[config.mk]
export PLATFORM = sky130hd
export DESIGN_NAME = aes_round_sched
export DESIGN_NICKNAME = d
export VERILOG_FILES = /design/src/rtl/aes_round_sched.sv
export SDC_FILE = /design/constraint.sdc
export NUM_CORES = 1
export LEC_CHECK = 0
export CAP_MARGIN = 20
export CORE_ASPECT_RATIO = 1.1
export CORE_MARGIN = 10
export CORE_UTILIZATION = 45
export DETAILED_ROUTE_END_ITERATION = 6
export PLACE_DENSITY = 0.72
export SLEW_MARGIN = 20
export SYNTH_ARGS = -nofsm -noshare
export SYNTH_HDL_FRONTEND = slang
export SYNTH_SLANG_ARGS = --single-unit
[constraint.sdc]
create_clock -name clk -period 2.7 [get_ports clk]
set_input_delay 0.81 -clock clk [delete_from_list [all_inputs] [get_ports clk]]
set_output_delay 0.81 -clock clk [all_outputs]
set_load 0.02 [all_outputs]
[src/rtl/aes_round_sched.sv]
// AES core top-level sequencer: key-expansion start/wait, per-block round
// stepping with first/last strobes, and a valid/ready result handshake.
module aes_round_sched #(
   parameter int unsigned KEXP_OVH = 3,
   parameter int unsigned AW       = 4
) (
   input  logic          clk,
   input  logic          rst,
   input  logic          key_load,
   input  logic [3:0]    nk_in,
   output logic          k_ready,
   output logic [3:0]    Nk,
   output logic [AW-1:0] Addr,
   input  logic          blk_valid,
   output logic          blk_ready,
   output logic          rnd_en,
   output logic          rnd_first,
   output logic          rnd_last,
   output logic          out_valid,
   input  logic          out_ready,
   output logic          key_valid,
   output logic          busy,
   output logic          err
);

   typedef enum logic [2:0] {
      S_IDLE, S_KSTART, S_KWAIT, S_READY, S_ROUND, S_OUT
   } state_t;

   state_t        state, state_nxt;
   logic [3:0]    nk_r;
   logic [AW-1:0] nr_r;
   logic [AW-1:0] addr_r;
   logic [4:0]    cnt_r;
   logic          key_valid_r;
   logic          err_r;

   logic          nk_legal;
   logic [AW-1:0] nr_dec;
   logic          key_window;
   logic          key_req;
   logic          key_bad;

   always_comb begin
      nk_legal = 1'b1;
      nr_dec   = '0;
      case (nk_in)
         4'd3:    nr_dec = AW'(10);
         4'd5:    nr_dec = AW'(12);
         4'd7:    nr_dec = AW'(14);
         default: nk_legal = 1'b0;
      endcase
   end

   // A block offered in READY takes priority over a simultaneous key_load.
   assign key_window = (state == S_IDLE) || ((state == S_READY) && !blk_valid);
   assign key_req    = key_load && key_window && nk_legal;
   assign key_bad    = key_load && key_window && !nk_legal;

   always_ff @(posedge clk or posedge rst) begin
      if (rst) state <= S_IDLE;
      else     state <= state_nxt;
   end

   always_comb begin
      state_nxt = state;
      case (state)
         S_IDLE:   if (key_req) state_nxt = S_KSTART;
         S_KSTART: state_nxt = S_KWAIT;
         S_KWAIT:  if (cnt_r == 5'd1) state_nxt = S_READY;
         S_READY: begin
            if (blk_valid)    state_nxt = S_ROUND;
            else if (key_req) state_nxt = S_KSTART;
         end
         S_ROUND:  if (addr_r == nr_r) state_nxt = S_OUT;
         S_OUT:    if (out_ready) state_nxt = S_READY;
         default:  state_nxt = S_IDLE;
      endcase
   end

   always_ff @(posedge clk or posedge rst) begin
      if (rst) begin
         nk_r        <= '0;
         nr_r        <= '0;
         addr_r      <= '0;
         cnt_r       <= '0;
         key_valid_r <= 1'b0;
         err_r       <= 1'b0;
      end else begin
         err_r <= key_bad;
         if (key_req) begin
            nk_r        <= nk_in;
            nr_r        <= nr_dec;
            key_valid_r <= 1'b0;
         end
         case (state)
            // Loaded one below the full latency: the KSTART cycle counts too.
            S_KSTART: cnt_r <= 5'(nr_r) + 5'(KEXP_OVH) - 5'd1;
            S_KWAIT: begin
               cnt_r <= cnt_r - 5'd1;
               if (cnt_r == 5'd1) key_valid_r <= 1'b1;
            end
            S_READY: if (blk_valid) addr_r <= '0;
            S_ROUND: if (addr_r != nr_r) addr_r <= addr_r + AW'(1);
            default: ;
         endcase
      end
   end

   assign k_ready   = (state == S_KSTART);
   assign Nk        = nk_r;
   assign Addr      = addr_r;
   assign blk_ready = (state == S_READY);
   assign rnd_en    = (state == S_ROUND);
   assign rnd_first = (state == S_ROUND) && (addr_r == '0);
   assign rnd_last  = (state == S_ROUND) && (addr_r == nr_r);
   assign out_valid = (state == S_OUT);
   assign key_valid = key_valid_r;
   assign busy      = (state == S_KSTART) || (state == S_KWAIT) ||
                      (state == S_ROUND)  || (state == S_OUT);
   assign err       = err_r;

endmodule

==> run summary <==
The gate count after technology mapping is 121. The die is 69.6 µm wide. The layout net count came out at 171. The number of violations of the max-capacitance limit came out at 0. The final RePlAce weighted congestion is 0.839. In the synthesized netlist the async set-or-reset flop fraction comes to 100%. Along the worst path, the maximum fanout reaches 13. The number of library cell types mapped by synthesis is 43. STA classifies the critical path endpoint as an output pin. The post-route antenna net violation count came out at 0. The worst slew margin relative to its limit came out at 52.6%. Summed over all nets, the half-perimeter wirelength after detailed placement is 2290 µm. The vias per cell is 5.52. For this design, the CTS-stage hold fixing added 0 buffers. The floorplan die height came out at 74.6 µm. Summed over all failing endpoints, the final setup total negative slack is 0 ns. The site row count came out at 19.

Once the floorplan was initialized, standard cells occupied 47.9% of the core. The final-layout fill cell count came out at 228. The portion of the clock cycle consumed by the worst path in the final layout is 96.0%. The power density over the cells is 1050 nW/µm². The slew at the pin closest to its max-slew limit came out at 0.702 ns. The buffer levels on the longest clock path came out at 2. The first-pass GRT wire length came out at 5090 µm.

Global routing used 11.5% of the available tracks. After synthesis, flip-flops and latches occupy 43.1% of the total area. The total of endpoints with negative setup slack in the final report is 0. The total detailed-routing wirelength came out at 2820 µm. CTS built an H-tree with a depth of 1.

The area share of the largest cell type after synthesis is 43.1%. The placeable core region is 2540 µm². The number of CTS-inserted buffers came out at 3. The total overflow left after global routing is 0.

Between clock sinks in the finished design, the worst skew comes to 0.00708 ns. The time the final worst path needs with I/O delays and setup came out at 2.59 ns. The average wire per standard cell is 15.1 µm. The synthesis warning total is 0.

In this run the tool buffered the top-level ports with 25 buffer cells. In this run, synthesis produced a sequential element count of 21. The dominant synthesized flop cell is sky130_fd_sc_hd__dfrtp_1. The number of antenna diodes in the final layout is 0. By area, the combinational part of the netlist is dominated by simple AND/OR/NAND/NOR gates. The startpoint class of the critical path is a register. The peak clock frequency supported by timing is 386 MHz.

The min-delay analysis places its worst path in the category reg -> reg. TritonCTS built the clock tree. The library cell used as clock root buffer is sky130_fd_sc_hd__clkbuf_4. The proportion of synthesized area in mux cells is 5.13%. Summing over every cut layer, the via total after detailed routing is 1,032.

The total setup buffers inserted after CTS is 0. The adder and majority cell fraction of the synthesized area came out at 5.13%. The critical path in this run is classified as reg -> out. The largest net degree at the start of global routing is 17. Relative to the synthesized area, the layout overhead comes to 30.1%.

The share of post-route cells with drive strength above 1 came out at 16.7%. Across the VDD grid, the largest voltage drop is 616 µV. The synthesized-area fraction occupied by ao, oa, aoi and oai cells came out at 16.5%. The leakage power summed over all cells came out at 0.000756 µW. Summing every instance area after synthesis gives 1220 µm². The number of nets in the synthesized netlist came out at 135. Setup repair after global routing left no endpoint under its margin. The simple-gate share of the synthesized area came out at 21.5%.

Clock latency on the worst-skew pair, taken at its later pin, is 0.30 ns. The initial antenna violation count was 0. The biggest area consumer among synthesized cells is sky130_fd_sc_hd__dfrtp_1. The run finished with clean final reports. The number of hold-slack violations in the final timing report came to 0.

In this run, synthesis inferred 0 flip-flops with an integrated enable. In this run, post-CTS repair resized a total of 5 instances. The final cell utilization of the core came out at 62.3%. The clock-pin slew on the worst setup and hold paths came out at 0.13 ns.

At the worst endpoint, the arrival time is 1.78 ns. The first detailed-routing pass ran for 4 iterations. The count of pins over their slew limit is 0. The clock net in this run drives a total of 21 sinks. By area the synthesized netlist is led by sky130_fd_sc_hd__dfrtp_1 43%, sky130_fd_sc_hd__ha_1 5.1%, sky130_fd_sc_hd__mux2i_1 3.3%, sky130_fd_sc_hd__inv_1 3.1%, sky130_fd_sc_hd__o21ai_0 2.5%. The floorplan die area is 5190 µm².

After layout, the design draws a total of 1660 µW. The synthesized-area fraction occupied by xor and xnor cells is 3.59%. The number of global-route vias before repair came out at 1,137. The number of ports placed on the die boundary came out at 26.

After detailed routing, the number of remaining DRC violations is 0. After the first detailed-routing iteration, the DRC count stood at 78. The mean post-synth cell area is 10.1 µm². The required time reported for the critical path endpoint came out at 1.89 ns.
[synth_stat cells (2+ instances only)]
cell,number
sky130_fd_sc_hd__dfrtp_1,21
sky130_fd_sc_hd__inv_1,10
sky130_fd_sc_hd__nand2_1,8
sky130_fd_sc_hd__o21ai_0,6
sky130_fd_sc_hd__ha_1,5
sky130_fd_sc_hd__nor2_1,5
sky130_fd_sc_hd__a21oi_1,4
sky130_fd_sc_hd__mux2i_1,4
sky130_fd_sc_hd__nand3_1,4
sky130_fd_sc_hd__a21o_1,3
sky130_fd_sc_hd__clkbuf_1,3
sky130_fd_sc_hd__nor2b_1,3
sky130_fd_sc_hd__nor4b_1,3
sky130_fd_sc_hd__or2_2,3
sky130_fd_sc_hd__xor2_1,3
sky130_fd_sc_hd__and3b_1,2
sky130_fd_sc_hd__mux2_2,2
sky130_fd_sc_hd__o2111a_1,2
sky130_fd_sc_hd__o221a_2,2
sky130_fd_sc_hd__o41ai_1,2
sky130_fd_sc_hd__or3b_1,2
sky130_fd_sc_hd__or3b_2,2
sky130_fd_sc_hd__xnor2_1,2
[layout make-up]
cell class	instances	area, µm²	area share [%]
clock inverter	1	5.00	0.316
clock buffer	3	22.5	1.42
timing repair buffer	36	324	20.4
inverter	10	37.5	2.37
multi-input combinational	85	632	39.9
tap	31	38.8	2.45
sequential	21	526	33.1
[critical path, cell delays in order, from the launching register on]
cell and delay [ns]:
sky130_fd_sc_hd__dfrtp_1 0.41, sky130_fd_sc_hd__buf_4 0.19, sky130_fd_sc_hd__nor2_1 0.12, sky130_fd_sc_hd__xnor2_1 0.13, sky130_fd_sc_hd__clkdlybuf4s50_1 0.63
[registers in the layout (all words and copies together), names as in the netlist]
signal     count
cnt_r          5
Addr           4
Nk             4
nr_r           3
state          3
err            1
key_valid      1
[final timing paths]
| kind | from | endpoint | slack (ns) | cells past startpoint |
|---|---|---|---|---|
| min reg2reg | Nk[0]$_DFFE_PP0P_ | Nk[0]$_DFFE_PP0P_ | 0.50 | 1 |
| min in group asynchronous | rst | cnt_r[0]$_DFFE_PP0P_ | 0.70 | 2 |
| min | Nk[0]$_DFFE_PP0P_ | Nk[0]$_DFFE_PP0P_ | 0.50 | 1 |
| max | state[2]$_DFFE_PP0P_ | busy | 0.11 | 4 |
| max reg2reg | state[0]$_DFFE_PP0P_ | cnt_r[2]$_DFFE_PP0P_ | 1.02 | 4 |
| max in group asynchronous | rst | state[1]$_DFFE_PP0P_ | 1.53 | 3 |
[layout by cell type, fill, tap and decap left out, types with 3 or more instances in the layout]
cell,instances
sky130_fd_sc_hd__a21o_1,3
sky130_fd_sc_hd__a21oi_1,4
sky130_fd_sc_hd__buf_4,11
sky130_fd_sc_hd__clkbuf_4,3
sky130_fd_sc_hd__clkdlybuf4s50_1,21
sky130_fd_sc_hd__dfrtp_1,21
sky130_fd_sc_hd__dlygate4sd2_1,3
sky130_fd_sc_hd__ha_1,5
sky130_fd_sc_hd__inv_1,10
sky130_fd_sc_hd__mux2i_1,4
sky130_fd_sc_hd__nand2_1,8
sky130_fd_sc_hd__nand3_1,4
sky130_fd_sc_hd__nor2_1,5
sky130_fd_sc_hd__nor2b_1,3
sky130_fd_sc_hd__nor4b_1,3
sky130_fd_sc_hd__o21ai_0,6
sky130_fd_sc_hd__or2_2,3
sky130_fd_sc_hd__xor2_1,3
[cell families (layout without fill, tap and decap cells)]
kind of cell             Yosys count  after routing
AO/OA/AOI/OAI                     27             27
AND/OR/NAND/NOR                   42             42
multiplexers                       6              6
adder cells (fa/ha/maj)            5              5
XOR/XNOR                           5              5
flip-flops                        21             21
buffers and inverters             15             50
[metal layers]
metal	wire length (µm)	up-vias	track usage, %
met5	0	-	0
met3	178	2	3.46
met1	1260	498	13.1
met4	16	0	4.39
met2	1370	24	19.9
li1	-	508	-
[where the power goes]
| group | switching [µW] | leakage (µW) | internal [µW] | total (µW) |
|---|---|---|---|---|
| Combinational | 474 | 0.000481 | 469 | 944 |
| Clock | 98.5 | 0.0000177 | 55.2 | 154 |
| Sequential | 121 | 0.000258 | 442 | 563 |
[per-stage QoR]
stage | setup WS (ns) | std cells | hold WS [ns] | instance area (µm²)
after floorplan | 0.248 | 121 | 0.507 | 1220
after global placement | 0.109 | 183 | 0.454 | 1570
after detailed placement | 0.0721 | 183 | 0.471 | 1570
after CTS | 0.0144 | 187 | 0.504 | 1590
after global routing | 0.00278 | 187 | 0.518 | 1590
final | 0.109 | 187 | 0.498 | 1590
(Power assumes the default switching activity.)
